$ cat config.mk
export PLATFORM = sky130hd
export DESIGN_NAME = wb_cmd_master
export DESIGN_NICKNAME = d
export VERILOG_FILES = /design/src/rtl/wb_cmd_master.sv
export SDC_FILE = /design/constraint.sdc
export NUM_CORES = 1
export LEC_CHECK = 0
export ABC_AREA = 0
export CAP_MARGIN = 40
export CORE_AREA = 3 3 115 117
export DETAILED_ROUTE_END_ITERATION = 6
export DIE_AREA = 0 0 118 120
export PLACE_DENSITY_LB_ADDON = 0.12
export SLEW_MARGIN = 40
export SYNTH_ARGS = -nofsm -noshare
export SYNTH_HDL_FRONTEND = slang
export SYNTH_SLANG_ARGS = --single-unit
$ cat constraint.sdc
create_clock -name i_clk -period 2.39 [get_ports i_clk]
set_input_delay 0.478 -clock i_clk [delete_from_list [all_inputs] [get_ports i_clk]]
set_output_delay 0.478 -clock i_clk [all_outputs]
set_load 0.05 [all_outputs]
$ cat src/rtl/wb_cmd_master.sv
// Single-outstanding Wishbone pipelined-mode initiator: one command in, one
// single-beat WB transaction out, one response back, with an optional ack timeout.
module wb_cmd_master #(
  parameter int unsigned AW      = 30,
  parameter int unsigned DW      = 32,
  parameter int unsigned TIMEOUT = 255
) (
  input  logic              i_clk,
  input  logic              i_reset_n,
  input  logic              i_cmd_valid,
  output logic              o_cmd_ready,
  input  logic              i_cmd_we,
  input  logic [AW-1:0]     i_cmd_addr,
  input  logic [DW-1:0]     i_cmd_data,
  input  logic [DW/8-1:0]   i_cmd_sel,
  output logic              o_rsp_valid,
  input  logic              i_rsp_ready,
  output logic [DW-1:0]     o_rsp_data,
  output logic              o_rsp_err,
  output logic              o_wb_cyc,
  output logic              o_wb_stb,
  output logic              o_wb_we,
  output logic [AW-1:0]     o_wb_addr,
  output logic [DW-1:0]     o_wb_data,
  output logic [DW/8-1:0]   o_wb_sel,
  input  logic              i_wb_ack,
  input  logic              i_wb_stall,
  input  logic [DW-1:0]     i_wb_data,
  input  logic              i_wb_err
);

  localparam int unsigned SW = DW / 8;
  localparam int unsigned CW = (TIMEOUT > 0) ? $clog2(TIMEOUT + 1) : 1;

  typedef enum logic [1:0] {IDLE, REQ, WAIT, RESP} state_e;

  state_e          state_q, state_d;
  logic            cyc_q, cyc_d;
  logic            stb_q, stb_d;
  logic            we_q, we_d;
  logic [AW-1:0]   addr_q, addr_d;
  logic [DW-1:0]   data_q, data_d;
  logic [SW-1:0]   sel_q, sel_d;
  logic            rsp_valid_q, rsp_valid_d;
  logic            rsp_err_q, rsp_err_d;
  logic [DW-1:0]   rsp_data_q, rsp_data_d;
  logic [CW-1:0]   cnt_q, cnt_d;
  logic [CW-1:0]   cnt_inc;
  logic            timeout_hit;

  // Counter equals the number of cycles elapsed since the first stb cycle.
  assign timeout_hit = (TIMEOUT != 0) && (cnt_q == CW'(TIMEOUT));
  assign cnt_inc     = (cnt_q == '1) ? cnt_q : cnt_q + CW'(1);

  always_ff @(posedge i_clk or negedge i_reset_n) begin
    if (!i_reset_n) begin
      state_q     <= IDLE;
      cyc_q       <= 1'b0;
      stb_q       <= 1'b0;
      we_q        <= 1'b0;
      addr_q      <= '0;
      data_q      <= '0;
      sel_q       <= '0;
      rsp_valid_q <= 1'b0;
      rsp_err_q   <= 1'b0;
      rsp_data_q  <= '0;
      cnt_q       <= '0;
    end else begin
      state_q     <= state_d;
      cyc_q       <= cyc_d;
      stb_q       <= stb_d;
      we_q        <= we_d;
      addr_q      <= addr_d;
      data_q      <= data_d;
      sel_q       <= sel_d;
      rsp_valid_q <= rsp_valid_d;
      rsp_err_q   <= rsp_err_d;
      rsp_data_q  <= rsp_data_d;
      cnt_q       <= cnt_d;
    end
  end

  always_comb begin
    state_d = state_q;
    case (state_q)
      IDLE: if (i_cmd_valid) state_d = REQ;
      REQ: begin
        if (timeout_hit)      state_d = RESP;
        else if (!i_wb_stall) state_d = WAIT;
      end
      WAIT: if (i_wb_err || i_wb_ack || timeout_hit) state_d = RESP;
      RESP: if (i_rsp_ready) state_d = IDLE;
      default: state_d = IDLE;
    endcase
  end

  always_comb begin
    cyc_d       = cyc_q;
    stb_d       = stb_q;
    we_d        = we_q;
    addr_d      = addr_q;
    data_d      = data_q;
    sel_d       = sel_q;
    rsp_valid_d = rsp_valid_q;
    rsp_err_d   = rsp_err_q;
    rsp_data_d  = rsp_data_q;
    cnt_d       = cnt_q;
    case (state_q)
      IDLE: begin
        if (i_cmd_valid) begin
          we_d   = i_cmd_we;
          addr_d = i_cmd_addr;
          data_d = i_cmd_data;
          sel_d  = i_cmd_sel;
          cyc_d  = 1'b1;
          stb_d  = 1'b1;
          cnt_d  = '0;
        end
      end
      REQ: begin
        cnt_d = cnt_inc;
        if (timeout_hit) begin
          cyc_d       = 1'b0;
          stb_d       = 1'b0;
          rsp_valid_d = 1'b1;
          rsp_err_d   = 1'b1;
          rsp_data_d  = '0;
        end else if (!i_wb_stall) begin
          stb_d = 1'b0;
        end
      end
      WAIT: begin
        cnt_d = cnt_inc;
        // Error outranks a simultaneous ack; an ack on the timeout cycle still completes.
        if (i_wb_err || timeout_hit && !i_wb_ack) begin
          cyc_d       = 1'b0;
          rsp_valid_d = 1'b1;
          rsp_err_d   = 1'b1;
          rsp_data_d  = '0;
        end else if (i_wb_ack) begin
          cyc_d       = 1'b0;
          rsp_valid_d = 1'b1;
          rsp_err_d   = 1'b0;
          rsp_data_d  = we_q ? '0 : i_wb_data;
        end
      end
      RESP: if (i_rsp_ready) rsp_valid_d = 1'b0;
      default: ;
    endcase
  end

  assign o_cmd_ready = (state_q == IDLE);
  assign o_rsp_valid = rsp_valid_q;
  assign o_rsp_data  = rsp_data_q;
  assign o_rsp_err   = rsp_err_q;
  assign o_wb_cyc    = cyc_q;
  assign o_wb_stb    = stb_q;
  assign o_wb_we     = we_q;
  assign o_wb_addr   = addr_q;
  assign o_wb_data   = data_q;
  assign o_wb_sel    = sel_q;

endmodule

# == Word level (Yosys, flattened, before mapping) ==
# Index checks and enable logic that the tools add are counted.
# totals
wordCells,71
output_inout_bits,104
regBits,113
# classes
n_mux,29
n_eq_ne,11
add_sub_neg,1
reduce_logical,19
# ops
operator,n
32-bit two-way mux,4
32-bit one-hot mux with 2 select lines,1
8-bit two-way mux,2
8-bit one-hot mux with 2 select lines,1
4-bit AND reduction,3
1-bit two-way mux,11
2-bit two-way mux,5
2-bit != test (second input constant),5
3-bit AND reduction,3
8-bit by 1-bit adder with 8-bit output (second input constant),1
8-bit equality test (second input constant),1
2-bit one-hot mux with 4 select lines,1
3-bit != test (second input constant),2
1-bit one-hot mux with 3 select lines,2
2-bit nonzero test,3
3-bit nonzero test,2
2-bit equality test (second input constant),2
1-bit one-hot mux with 2 select lines,2
1-bit logical OR,3
2-bit by 1-bit equality test with 1-bit output (second input constant),1
2-bit logical NOT,1
2-bit AND reduction,1
2-bit OR reduction,1
1-bit logical AND,1
1-bit logical NOT,1

# == Longest topological paths before layout ==
# Gate-level depths: netlist of run 1.
# logic_depth
word_depth,5
depth_mapped,8
mapped_depth_nobuf,6

# == Worst setup path before layout of run 1 ==
# OpenSTA, ideal clock, no wires.
# synth_path
kind,reg-to-reg
from,register state_q[0]
to,register cnt_q[6]
arrival_time_ns,2.051
synth_period_minus_slack_ns,2.170
setup_slack_ns,0.220
stages_incl_launch_ff,9
required_time_ns,2.271
cell_sequence,dfrtp_1 -> inv_1 -> ha_1 -> buf_4 -> mux2_1 -> o21ai_2 -> buf_2 -> nor4_1 -> o21a_1
# synth_between
word_cells_on_any_way,9
# synth_lines
element,line_no,source
"start, declared",37,"state_e state_q, state_d;"
"start signal, assigned",69,state_q <= state_d;
2-bit logical NOT *,-,
named net o_cmd_ready,11,"output logic o_cmd_ready,"
2-bit != test (no line) or 2-bit nonzero test (tied branches),-,
3-bit AND reduction (no line),-,
"end signal, assigned",79,cnt_q <= cnt_d;
"end, declared",47,"logic [CW-1:0] cnt_q, cnt_d;"
# Mark *: on every way through the listed nets, which the timed path passes. The rest lies on a longest branch.
# A chain may end at the register's enable or synchronous reset.

# == Final worst setup path of run 1 ==
# layout_path
from,"register we_q, in the netlist o_wb_we"
to,output port o_wb_we
# layout_lines
element,line_no,source
"start, declared",40,"logic we_q, we_d;"
"start signal, assigned",72,we_q <= we_d;
"end, declared",22,"output logic o_wb_we,"
# No word-level cell between the ends.

==> impl_metrics.env, run 1 <==
export IMPL_m1WireLength_um=4860
export IMPL_skew_ps=7.10
export IMPL_ioPinCount=210
export IMPL_dp_hpwl_um=8690
export IMPL_worstPathCellList="clkdlybuf4s50_1"
export IMPL_diodes=0
export IMPL_clock_latency_ps=400
export IMPL_period_share_pct=92.9
export IMPL_arrival_ps=1740
export IMPL_worstSetupEndpointType="output port"
export IMPL_post_cts_buffers=0
export IMPL_pwr_share_seq_pct=25.8
export IMPL_antenna_found_initial=0
export IMPL_finalSetupViolCount=0
export IMPL_netlist_cell_type_count=48
export IMPL_placed_area_sq_um=7050
export IMPL_tritoncts="built"
export IMPL_ant_nets=0
export IMPL_synthCells=348
export IMPL_synth_compound_area_share_pct=14.5
export IMPL_synth_area_leaders="dfrtp_1 58%, mux2_2 16%, a31o_1 5.4%"
export IMPL_fmax_mhz=451
export IMPL_p_leak_nw=3.20
export IMPL_status="finished, final reports clean"
export IMPL_ys_seq_elements=113
export IMPL_final_hold_viol_count=0
export IMPL_power_density_nw_per_um2=1620
export IMPL_wire_per_inst_um=16.5
export IMPL_p_int_mw=6.76
export IMPL_cts_buffers=17
export IMPL_startpoint_type="flip-flop"
export IMPL_fin_crit_ps=2220
export IMPL_p_switching_mw=5.58
export IMPL_core_sq_um=12500
export IMPL_tns_ps=0
export IMPL_min_path_type="input pin to async pin"
export IMPL_tightest_slew_ps=625
export IMPL_nets=672
export IMPL_clock_sinks=113
export IMPL_htreeDepth=4
export IMPL_gp_congestion=0.749
export IMPL_swShare_pct=45.2
export IMPL_crit_required_ps=1910
export IMPL_netlist_area_leader_share_pct=58.4
export IMPL_synth_common_cells="113 x dfrtp_1, 67 x mux2_2, 30 x a31o_1"
export IMPL_muxShareOfSynthArea_pct=16.0
export IMPL_portBuffers=209
export IMPL_relSlewSlack_pct=58.3
export IMPL_die_area_sq_um=14200
export IMPL_maxCapViolCount=0
export IMPL_drv_slew=0
export IMPL_synth_top_family_by_area="multiplexers"
export IMPL_num_rows=41
export IMPL_final_fill_count=988
export IMPL_rsz0062_at_grt="no"
export IMPL_crit_family="buffers and inverters"
export IMPL_synthSimpleGateAreaFrac_pct=4.75
export IMPL_stdcell_area_sq_um=7620
export IMPL_grt_overflow=0
export IMPL_vias=3625
export IMPL_cts_hold_buf=0
export IMPL_synth_area_sq_um=4850
export IMPL_syn_avg_cell_area_sq_um=13.9
export IMPL_async_flop_share_pct=100
export IMPL_cts_root_buf="clkbuf_16"
export IMPL_drive_gt1_share_pct=19.9
export IMPL_grt_use_total_pct=18.0
export IMPL_grt_pass1_wl_um=20100
export IMPL_clkPwrFrac_pct=19.5
export IMPL_wl_met2_um=6190
export IMPL_crit_type="flip-flop to output port"
export IMPL_drt_total_wl_um=12300
export IMPL_drt_iter0_markers=195
export IMPL_grt_pass1_vias=3951
export IMPL_p_comb_share_pct=54.7
export IMPL_clk_pin_slew_worst_paths_ps=50
export IMPL_synth_largest_area_cell="dfrtp_1"
export IMPL_start_util_pct=38.9
export IMPL_drc=0
export IMPL_routed_top_layer="met4"
export IMPL_yosysWarnings=0
export IMPL_max_stage_delay_ps=870
export IMPL_syn_nets=460
export IMPL_peakVddDrop_mv=1.08
export IMPL_cp_num_buf_inv=1
export IMPL_path_max_fanout=3
export IMPL_post_cts_resized=0
export IMPL_first_pass_iters=4
export IMPL_syn_to_final_growth_pct=57.2
export IMPL_viasPerCell=4.87
export IMPL_synth_edf_count=0
export IMPL_die_w_um=118
export IMPL_die_y_um=120
export IMPL_grt_max_degree=114
export IMPL_synth_xor_xnor_area_share_pct=0.181
export IMPL_wl_met3_um=1030
export IMPL_ys_seq_area_share_pct=58.4
export IMPL_ys_flop_type="dfrtp_1"
export IMPL_yosys_area_share_adder_pct=1.55
export IMPL_cts_buffer_depth=2
export IMPL_yosysMostFrequentCell="dfrtp_1"
export IMPL_slowest_stage="clkdlybuf4s50_1"
-- layout make-up --
type	count	area, sq um	area share [%]
flip-flops and latches	113	2830	37.1
repair buffers	217	2180	28.7
multi-input cells	205	1800	23.7
clock buffers	25	485	6.37
well taps	172	215	2.82
clock inverters	6	80.1	1.05
inverters	6	22.5	0.296
-- metrics by stage --
| step | total power, mW | util (%) | std cells | setup WS [ps] | hold WS [ps] |
|---|---|---|---|---|---|
| finish | 12.3 | 61.1 | 744 | 170 | 122 |
| floorplan | 8.02 | - | 348 | 220 | 182 |
| CTS | 12.5 | 61.1 | 744 | 142 | 177 |
| detailed placement | 10.0 | 56.6 | 713 | 241 | 492 |
| global placement | 9.90 | 56.6 | 713 | 290 | 486 |
| global route | 13.0 | 61.1 | 744 | 48.6 | 182 |
-- sequential cells by signal, indices dropped and copies added, names as in the netlist --
register and flops:
o_wb_sel 4, state_q 2, o_wb_cyc 1, o_wb_data 32, o_wb_addr 30, o_rsp_err 1, o_rsp_data 32, o_rsp_valid 1
o_wb_we 1, o_wb_stb 1, cnt_q 8
-- logic make-up (layout without fill, tap and decap cells) --
kind of cell	after synthesis	after routing
DFF	113	113
AOI/OAI and AO/OA	92	92
muxes	69	69
and+or+nand+nor	37	37
buffers and inverters	30	254
adders and majority gates	6	6
xor gates and xnor gates	1	1
-- path summary, 6_finish.rpt --
check | depth (start not counted) | slack, ps | startpoint | to
max in group asynchronous | 2 | 1760 | i_reset_n | o_rsp_err$_DFFE_PN0P_
max | 1 | 170 | o_wb_we$_DFFE_PN0P_ | o_wb_we
max reg2reg | 5 | 250 | state_q[0]$_DFFE_PN0P_ | o_rsp_data[13]$_DFFE_PN0P_
min in group i_clk | 1 | 500 | o_wb_addr[21]$_DFFE_PN0P_ | o_wb_addr[21]$_DFFE_PN0P_
min | 2 | 120 | i_reset_n | o_wb_addr[26]$_DFFE_PN0P_
min reg2reg | 1 | 500 | o_wb_addr[21]$_DFFE_PN0P_ | o_wb_addr[21]$_DFFE_PN0P_
-- layout by cell type, fill, tap and decap left out, types with 2 or more instances in the layout --
cell type        instances
inv_1                    6
bufinv_16                2
and2_1                   4
clkbuf_16               17
nor2_1                   5
ha_1                     6
clkbuf_8                 3
buf_4                    7
nand3_1                  4
a31o_1                  30
o21ai_0                  7
clkinv_2                 4
nand2_1                  7
or4_1                    2
o31ai_1                  2
mux2_2                  67
or3_1                    2
dfrtp_1                113
clkdlybuf4s50_1        207
a31o_2                   2
clkbuf_1                 5
buf_12                   3
a21oi_1                  8
a21boi_1                26
a21boi_0                 6
-- routing by layer --
| layer | track usage [%] | vias to the layer above |
|---|---|---|
| li1 | - | 1698 |
| met1 | 20.6 | 1781 |
| met2 | 29.5 | 132 |
| met3 | 7.96 | 14 |
| met4 | 7.62 | 0 |
| met5 | 0 | - |
-- power by group through the flow --
stage | Combinational, mW | Clock (mW) | Sequential, mW
6_report | 6.76 | 2.40 | 3.18
5_1_grt | 7.12 | 2.56 | 3.30
4_1_cts | 6.82 | 2.46 | 3.20
3_5_place_dp | 6.79 | 0 | 3.21
3_3_place_gp | 6.74 | 0 | 3.16
2_1_floorplan | 2.20 | 0 | 5.82
Power figures use the tool's default switching activity.
==> run 2: changes to the inputs <==
--- a/config.mk
+++ b/config.mk
@@ -7,11 +7,11 @@
 export LEC_CHECK = 0
 export ABC_AREA = 0
 export CAP_MARGIN = 40
-export CORE_AREA = 3 3 115 117
+export CORE_AREA = 3 3 112 114
 export DETAILED_ROUTE_END_ITERATION = 6
-export DIE_AREA = 0 0 118 120
+export DIE_AREA = 0 0 115 117
 export PLACE_DENSITY_LB_ADDON = 0.12
-export SLEW_MARGIN = 40
+export SLEW_MARGIN = 15
 export SYNTH_ARGS = -nofsm -noshare
 export SYNTH_HDL_FRONTEND = slang
 export SYNTH_SLANG_ARGS = --single-unit
==> impl_metrics.env, run 2 (synthesis gave the netlist of run 1 again) <==
export IMPL_drt_iter0_markers=251
export IMPL_crit_family="buffers and inverters"
export IMPL_fin_util_pct=65.5
export IMPL_antenna_found_initial=1
export IMPL_dp_hpwl_um=9130
export IMPL_max_stage_delay_ps=840
export IMPL_clock_latency_ps=410
export IMPL_status="finished, final reports clean"
export IMPL_tightest_slew_ps=562
export IMPL_p_leak_nw=3.18
export IMPL_relSlewSlack_pct=62.4
export IMPL_total_power_mw=12.3
export IMPL_peakVddDrop_mv=0.965
export IMPL_vias=3710
export IMPL_ant_nets=0
export IMPL_grt_overflow=0
export IMPL_rsz0062_at_grt="no"
export IMPL_die_w_um=115
export IMPL_ioPinCount=210
export IMPL_wire_per_inst_um=17.9
export IMPL_worstSetupEndpointType="output port"
export IMPL_cts_buffer_depth=2
export IMPL_path_max_fanout=3
export IMPL_drc=0
export IMPL_finalSetupViolCount=0
export IMPL_crit_type="flip-flop to output port"
export IMPL_syn_to_final_growth_pct=55.7
export IMPL_htreeDepth=4
export IMPL_drive_gt1_share_pct=20.1
export IMPL_tritoncts="built"
export IMPL_crit_required_ps=1910
export IMPL_final_common_cell="clkdlybuf4s50_1"
export IMPL_drv_slew=0
export IMPL_die_y_um=117
export IMPL_viasPerCell=5.18
export IMPL_grt_pass1_wl_um=20300
export IMPL_clock_sinks=113
export IMPL_post_cts_resized=0
export IMPL_num_rows=39
export IMPL_startpoint_type="flip-flop"
export IMPL_arrival_ps=1670
export IMPL_worstPathCellList="clkdlybuf4s50_1"
export IMPL_tns_ps=0
export IMPL_nets=673
export IMPL_cp_num_buf_inv=1
export IMPL_grt_pass1_vias=3988
export IMPL_min_path_type="input pin to async pin"
export IMPL_fin_crit_ps=2150
export IMPL_clk_pin_slew_worst_paths_ps=50
export IMPL_diodes=0
export IMPL_final_cell_mix="207 x clkdlybuf4s50_1, 113 x dfrtp_1, 67 x mux2_2"
export IMPL_grt_max_degree=58
export IMPL_skew_ps=5.59
export IMPL_gp_congestion=0.737
export IMPL_slowest_stage="clkdlybuf4s50_1"
export IMPL_cts_hold_buf=0
export IMPL_drt_total_wl_um=12800
export IMPL_start_util_pct=42.1
export IMPL_portBuffers=209
export IMPL_power_density_nw_per_um2=1630
export IMPL_period_share_pct=89.8
export IMPL_maxCapViolCount=0
export IMPL_cts_root_buf="clkbuf_16"
export IMPL_post_cts_buffers=0
export IMPL_fmax_mhz=466
export IMPL_die_area_sq_um=13500
export IMPL_grt_use_total_pct=19.6
export IMPL_core_sq_um=11500
export IMPL_cts_buffers=17
export IMPL_final_fill_count=925
export IMPL_final_hold_viol_count=0
export IMPL_first_pass_iters=4
run 2: final timing paths:
path	startpoint	to	slack (ps)	depth (start not counted)
max reg2reg	state_q[0]$_DFFE_PN0P_	cnt_q[5]$_DFFE_PN0P_	330	6
min in group i_clk	o_wb_addr[3]$_DFFE_PN0P_	o_wb_addr[3]$_DFFE_PN0P_	500	1
min reg2reg	o_wb_addr[3]$_DFFE_PN0P_	o_wb_addr[3]$_DFFE_PN0P_	500	1
min	i_reset_n	o_wb_sel[1]$_DFFE_PN0P_	20	1
max in group asynchronous	i_reset_n	o_wb_data[12]$_DFFE_PN0P_	1630	2
max	o_wb_we$_DFFE_PN0P_	o_wb_we	240	1
run 2: per-layer routing:
layer,routed length [um],track usage (%)
met4,260,8.29
met3,1190,9.20
met5,14,0
met1,4910,21.3
met2,6410,33.1
run 2: worst register-to-register path: stages (launching register included):
cell,delay (ps)
dfrtp_1,440
inv_1,140
ha_1,370
mux2_1,230
o21ai_2,160
or4_1,500
a21oi_1,150
run 2: layout make-up:
cell class	count	area [sq um]	share of cell area (%)
inverters	6	22.5	0.299
repair buffers	218	2180	28.9
multi-input cells	205	1800	23.9
flip-flops and latches	113	2830	37.5
well taps	143	179	2.37
clock inverters	7	60.1	0.796
clock buffers	24	472	6.25
run 2: where the power goes:
part | leakage [nW] | total, mW | internal, mW | switching [mW]
logic | 1.51 | 6.81 | 2.43 | 4.37
registers | 1.41 | 3.19 | 2.73 | 0.459
clock network | 0.267 | 2.28 | 1.46 | 0.816
run 2: metrics by stage:
stage,hold WS (ps),setup slack [ps],instances,instance area [sq um]
global route,39.6,167,716,7540
finish,16.7,243,716,7540
CTS,18.3,202,716,7540
floorplan,182,220,348,4850
detailed placement,450,275,685,7010
global placement,446,283,685,7010
